### src/rtl/pcm_bit_packetizer.sv
// pcm_bit_packetizer
//
// Buffers PCM samples in a FIFO and sends them as fixed-size packets of
// serial bits to the bitwise RTP sender. Each packet is one prepare_out
// strobe, carrying the index of its first sample, followed by
// SAMPLES_PER_PACKET*SAMPLE_WIDTH contiguous payload bits. Each sample is
// sent MSB first.
//
// Ports
//   clk_100mhz        in   system clock
//   rst               in   asynchronous, active-high reset
//   sample_in         in   PCM sample
//   sample_valid_in   in   one-cycle strobe qualifying sample_in
//   eth_busy          in   MAC transmitter busy (sampled only in IDLE)
//   ready_in          in   RTP stage ready (sampled only in WAIT_READY)
//   prepare_out       out  one-cycle header request to the RTP stage
//   packet_nbits      out  constant payload size in bits
//   packet_timestamp  out  index of the packet's first sample
//   stream_out        out  payload bit
//   stream_out_valid  out  qualifies stream_out
//   overflow_out      out  sticky: a sample was dropped on a full FIFO
//   fill_level        out  FIFO occupancy (one bit wider than the pointers)
module pcm_bit_packetizer #(
  parameter int SAMPLE_WIDTH       = 16,
  parameter int SAMPLES_PER_PACKET = 32,
  parameter int FIFO_DEPTH         = 128,
  parameter int READY_TIMEOUT      = 1024
) (
  input  logic                          clk_100mhz,
  input  logic                          rst,
  input  logic [SAMPLE_WIDTH-1:0]       sample_in,
  input  logic                          sample_valid_in,
  input  logic                          eth_busy,
  input  logic                          ready_in,
  output logic                          prepare_out,
  output logic [15:0]                   packet_nbits,
  output logic [31:0]                   packet_timestamp,
  output logic                          stream_out,
  output logic                          stream_out_valid,
  output logic                          overflow_out,
  output logic [$clog2(FIFO_DEPTH):0]   fill_level
);

  localparam int AW = $clog2(FIFO_DEPTH);
  localparam int CW = AW + 1;
  localparam int BW = (SAMPLE_WIDTH > 1) ? $clog2(SAMPLE_WIDTH) : 1;
  localparam int SW = (SAMPLES_PER_PACKET > 1) ? $clog2(SAMPLES_PER_PACKET) : 1;
  localparam int TW = $clog2(READY_TIMEOUT + 1);

  localparam logic [CW-1:0] FULL_LVL = CW'(FIFO_DEPTH);
  localparam logic [CW-1:0] PKT_LVL  = CW'(SAMPLES_PER_PACKET);
  localparam logic [BW-1:0] LAST_BIT = BW'(SAMPLE_WIDTH - 1);
  localparam logic [SW-1:0] LAST_SMP = SW'(SAMPLES_PER_PACKET - 1);
  localparam logic [TW-1:0] TMO_LAST = TW'(READY_TIMEOUT - 1);

  typedef enum logic [1:0] {
    S_IDLE,
    S_PREPARE,
    S_WAIT_READY,
    S_STREAM
  } state_t;

  state_t state, state_nxt;

  // ---------------------------------------------------------------------
  // Sample FIFO
  // ---------------------------------------------------------------------
  logic [SAMPLE_WIDTH-1:0] mem [FIFO_DEPTH];
  logic [AW-1:0]           wr_ptr, rd_ptr;
  logic [CW-1:0]           count;
  logic                    push, pop;
  logic [SAMPLE_WIDTH-1:0] head;

  // Fullness uses the start-of-cycle occupancy, so a pop in the same
  // cycle does not make room for an incoming sample.
  assign push = sample_valid_in && (count < FULL_LVL);
  assign head = mem[rd_ptr];

  always_ff @(posedge clk_100mhz) begin
    if (push) mem[wr_ptr] <= sample_in;
  end

  always_ff @(posedge clk_100mhz or posedge rst) begin
    if (rst) begin
      wr_ptr       <= '0;
      rd_ptr       <= '0;
      count        <= '0;
      overflow_out <= 1'b0;
    end else begin
      // Pointers are AW bits wide, so they wrap modulo FIFO_DEPTH.
      if (push) wr_ptr <= wr_ptr + AW'(1);
      if (pop)  rd_ptr <= rd_ptr + AW'(1);
      case ({push, pop})
        2'b10:   count <= count + CW'(1);
        2'b01:   count <= count - CW'(1);
        default: count <= count;
      endcase
      if (sample_valid_in && (count == FULL_LVL)) overflow_out <= 1'b1;
    end
  end

  assign fill_level = count;

  // ---------------------------------------------------------------------
  // Packet FSM
  // ---------------------------------------------------------------------
  logic [SAMPLE_WIDTH-1:0] shreg;
  logic [BW-1:0]           bit_idx;
  logic [SW-1:0]           smp_idx;
  logic [TW-1:0]           wait_cnt;
  logic [31:0]             sample_count;
  logic                    latch_ts;
  logic                    load;

  always_comb begin
    state_nxt = state;
    latch_ts  = 1'b0;
    load      = 1'b0;
    pop       = 1'b0;
    case (state)
      S_IDLE: begin
        // Only a full packet's worth of samples starts a packet, so the
        // pops during STREAM can never underflow.
        if ((count >= PKT_LVL) && !eth_busy) begin
          latch_ts  = 1'b1;
          state_nxt = S_PREPARE;
        end
      end
      S_PREPARE: state_nxt = S_WAIT_READY;
      S_WAIT_READY: begin
        // ready_in wins over a timeout that expires in the same cycle.
        if (ready_in) begin
          pop       = 1'b1;
          load      = 1'b1;
          state_nxt = S_STREAM;
        end else if (wait_cnt == TMO_LAST) begin
          state_nxt = S_IDLE;
        end
      end
      S_STREAM: begin
        // The next sample is loaded on the last bit of the current one,
        // which keeps the bit stream gapless across sample boundaries.
        if (bit_idx == LAST_BIT) begin
          if (smp_idx != LAST_SMP) begin
            pop  = 1'b1;
            load = 1'b1;
          end else begin
            state_nxt = S_IDLE;
          end
        end
      end
      default: state_nxt = S_IDLE;
    endcase
  end

  always_ff @(posedge clk_100mhz or posedge rst) begin
    if (rst) begin
      state            <= S_IDLE;
      shreg            <= '0;
      bit_idx          <= '0;
      smp_idx          <= '0;
      wait_cnt         <= '0;
      sample_count     <= '0;
      packet_timestamp <= '0;
    end else begin
      state <= state_nxt;

      // A timed-out prepare re-latches here; no pops happened, so the
      // retry carries the same timestamp.
      if (latch_ts) packet_timestamp <= sample_count;
      if (pop)      sample_count     <= sample_count + 32'd1;

      if (state == S_PREPARE)         wait_cnt <= '0;
      else if (state == S_WAIT_READY) wait_cnt <= wait_cnt + TW'(1);

      if (load) begin
        shreg   <= head;
        bit_idx <= '0;
        smp_idx <= (state == S_WAIT_READY) ? '0 : smp_idx + SW'(1);
      end else if (state == S_STREAM) begin
        shreg   <= shreg << 1;
        bit_idx <= bit_idx + BW'(1);
      end
    end
  end

  // Outputs decode straight from registered state, so an asynchronous
  // reset drops stream_out_valid immediately.
  assign prepare_out      = (state == S_PREPARE);
  assign stream_out_valid = (state == S_STREAM);
  assign stream_out       = stream_out_valid & shreg[SAMPLE_WIDTH-1];
  assign packet_nbits     = 16'(SAMPLES_PER_PACKET * SAMPLE_WIDTH);

endmodule

### config.mk
export PLATFORM = sky130hd
export DESIGN_NAME = pcm_bit_packetizer
export DESIGN_NICKNAME = d
export VERILOG_FILES = /design/src/rtl/pcm_bit_packetizer.sv
export SDC_FILE = /design/constraint.sdc
export NUM_CORES = 2
export LEC_CHECK = 0
export BUFFER_PORTS_ARGS = -buffer_cell sky130_fd_sc_hd__buf_2
export CORE_MARGIN = 2
export CORE_UTILIZATION = 50
export DETAILED_ROUTE_END_ITERATION = 8
export PLACE_DENSITY = 0.68
export SLEW_MARGIN = 30
export SYNTH_ARGS = -nofsm -noshare
export SYNTH_HDL_FRONTEND = slang
export SYNTH_SLANG_ARGS = --single-unit
### constraint.sdc
create_clock -name clk_100mhz -period 4.12 [get_ports clk_100mhz]
set_input_delay 0.824 -clock clk_100mhz [delete_from_list [all_inputs] [get_ports clk_100mhz]]
set_output_delay 0.824 -clock clk_100mhz [all_outputs]
set_load 0.1 [all_outputs]
==> flow_metrics.py <==
metrics = {
    "critical_path": {
        "ff2ff_setup_slack_ns": 0.66,
        "crit_path_start": "state[0]$_DFFE_PP0P_",
        "path_buf_inv": 2,
        "slowest_stage": "buf_2",
        "timing.rr.start": "rd_ptr[0]$_DFFE_PP0P_",
        "path_cells": "ha_2 > buf_4 > and2_1 > buf_2",
        "cp.arrival_ns": 2.73,
        "path_class": "flop to output port",
        "critPathTopFamily": "buffers and inverters",
        "setup.worst_path.start_class": "flop",
        "worst_r2r_endpoint": "shreg[15]$_DFFE_PP0P_",
        "cp-endpoint": "stream_out",
        "worstPathRequired_ns": 3.30,
        "end_kind": "output port",
        "r2r_cells": 7,
        "critPathMaxFanout": 25,
        "cp_num_cells": 4,
        "max_stage_delay_ns": 0.49,
    },
    "sta": {
        "tightest_slew_ns": 1.01,
        "period_share_pct": 86.3,
        "whs_ns": 0.132,
        "hold_viol": 0,
        "slew_headroom_pct": 32.6,
        "fmax_ghz": 0.281,
        "rsz0062_at_grt": "false",
        "post-route-min-period_ns": 3.56,
        "final_max_slew_viol_count": 0,
        "setup_viol": 0,
        "clock_skew_ns": 0.0550,
        "fin_tns_setup_ns": 0,
    },
    "global_route": {
        "antenna_found_initial": 8,
        "grt_first_pass_wirelength_mm": 296,
        "grt_pass1_vias": 41975,
        "grt_overflow": 0,
        "grt_usage_pct": 23.8,
        "grt_max_degree": 102,
    },
    "clock_network": {
        "ctsResizeCount": 0,
        "insertion_delay_ns": 0.87,
        "tritoncts": "built",
        "clkTransAtPathRegs_ns": 0.06,
        "cts.path.max_buffers": 3,
        "ctsRootBufferMaster": "clkbuf_16",
        "hold_buffers": 0,
        "post_cts_buffers": 0,
        "numCtsBuffers": 209,
        "cts_sinks": 2173,
        "cts.htree.levels": 4,
    },
    "logic_synthesis": {
        "synth_cell_type_count": 70,
        "yosys_warnings": 0,
        "yosysTopAreaCell": "edfxtp_1",
        "ys_ff_latch": 2173,
        "synth_edf_count": 2048,
        "postSynthCellCount": 4084,
        "synth_area_leaders": "edfxtp_1 72%, mux4_2 12%, dfrtp_1 3.7%",
        "synth.most_common_cell": "edfxtp_1",
        "synth_top_cell_area_share_pct": 72.4,
        "async_reset_ff_share_pct": 5.75,
        "syn_area_per_cell_um2": 20.8,
        "yosysSeqAreaShare_pct": 76.1,
        "synth_commonest_cells": "2048 x edfxtp_1, 463 x mux4_2, 284 x mux2i_1",
        "synth_area_um2": 85000,
        "synth_flop_cell": "edfxtp_1",
    },
    "route": {
        "ant_nets": 0,
        "vias": 42089,
        "drtIter0Drc": 5174,
        "wl_mm": 205,
        "first_pass_iters": 5,
        "via_per_inst": 6.17,
        "wl_per_cell_um": 30.1,
        "drc": 0,
    },
    "die": {
        "die_h_um": 416,
        "row_count": 151,
        "die_w_um": 416,
        "core_area_um2": 169000,
        "initial_core_util_pct": 50.2,
        "die-area_um2": 173000,
        "io_pins": 81,
    },
    "power": {
        "vdd_ir_drop_max_uv": 472,
        "powerDensity_nw_per_um2": 468,
        "p_leak_nw": 31.1,
    },
    "layout": {
        "nets": 4454,
        "drive_gt1_share_pct": 26.2,
        "syn2layout_area_growth_pct": 13.1,
        "n_fill_cell": 12234,
        "final_cell_area_um2": 96100,
        "seqCellArea_um2": 64600,
        "multi_input_area_um2": 19000,
    },
    "place": {
        "hpwl_mm": 122,
        "place_area_um2": 89400,
        "place.gp.congestion": 0.901,
        "portBuffers": 64,
    },
    "job": {
        "cap_violations": 0,
    },
    "min_path": {
        "hold_class": "input pin to async pin",
    },
    "status": {
        "status": "finished clean",
    },
}
logic make-up (layout without fill, tap and decap cells):
group           after synthesis  after routing  synth area share (%)
flops                      2173           2173                  76.1
compound gates              279            279                  2.24
mux                         805            805                  16.4
fa+ha+maj                    14             14                 0.206
simple gates                492            492                  2.72
other cells                   2             19               0.00884
buf+inv                     259            759                  1.75
xor+xnor                     60             60                 0.618
flip-flops by register name (all words and copies together), names as in the netlist, 2 cells and up:
| signal | cells |
|---|---|
| bit_idx | 4 |
| fill_level | 8 |
| mem | 2048 |
| packet_timestamp | 32 |
| rd_ptr | 7 |
| sample_count | 32 |
| shreg | 16 |
| smp_idx | 5 |
| state | 2 |
| wait_cnt | 11 |
| wr_ptr | 7 |
report_power, final:
group	total, W	internal, W	leakage [nW]	switching [W]
logic	0.00177	0.000338	7.80	0.00143
clock network	0.0185	0.0103	3.23	0.00826
registers	0.0247	0.0244	20.1	0.000261
worst min path at each step:
stage	startpoint	end	slack, ns	depth (start not counted)
global placement	overflow_out$_DFFE_PP0P_	overflow_out$_DFFE_PP0P_	0.45	1
global route	rst	packet_timestamp[26]$_DFFE_PP0P_	0.17	2
finish	rst	packet_timestamp[23]$_DFFE_PP0P_	0.13	2
CTS	rst	packet_timestamp[26]$_DFFE_PP0P_	0.10	2
detailed placement	overflow_out$_DFFE_PP0P_	overflow_out$_DFFE_PP0P_	0.45	1
floorplan	sample_count[31]$_DFFE_PP0P_	sample_count[31]$_DFFE_PP0P_	0.44	1
routing by layer:
layer | part of all wire (%) | global-route usage (%)
met5 | 0.0063 | 0
met4 | 3.8 | 8.94
met3 | 8.6 | 4.80
met2 | 47 | 37.0
met1 | 40 | 33.6
layout make-up:
type	count	area share (%)
Inverter	13	0.0547
Timing Repair Buffer	356	3.11
Antenna cell	3	0.00781
Sequential cell	2173	67.3
Tap cell	2218	2.89
Clock inverter	125	1.20
Multi-Input combinational cell	1666	19.8
Clock buffer	265	5.71
placed cells by master, fill, tap and decap left out, types with 49 or more instances in the layout:
| cell | count |
|---|---|
| a21oi_1 | 50 |
| buf_4 | 269 |
| clkbuf_1 | 52 |
| clkbuf_16 | 210 |
| clkinv_1 | 49 |
| dfrtp_1 | 120 |
| edfxtp_1 | 2048 |
| mux2_2 | 58 |
| mux2i_1 | 284 |
| mux4_2 | 463 |
| nand2_1 | 94 |
| nor2_1 | 188 |
per-stage QoR:
stage	total power [W]	setup WS, ns	instances	utilization, %
final	0.0450	0.562	6819	56.8
after global routing	0.0462	0.508	6817	56.8
after global placement	0.0269	0.569	6425	52.9
after detailed placement	0.0269	0.578	6425	52.9
after CTS	0.0452	0.520	6815	56.8
after floorplan	0.0260	0.246	4098	-
(Power assumes the default switching activity.)
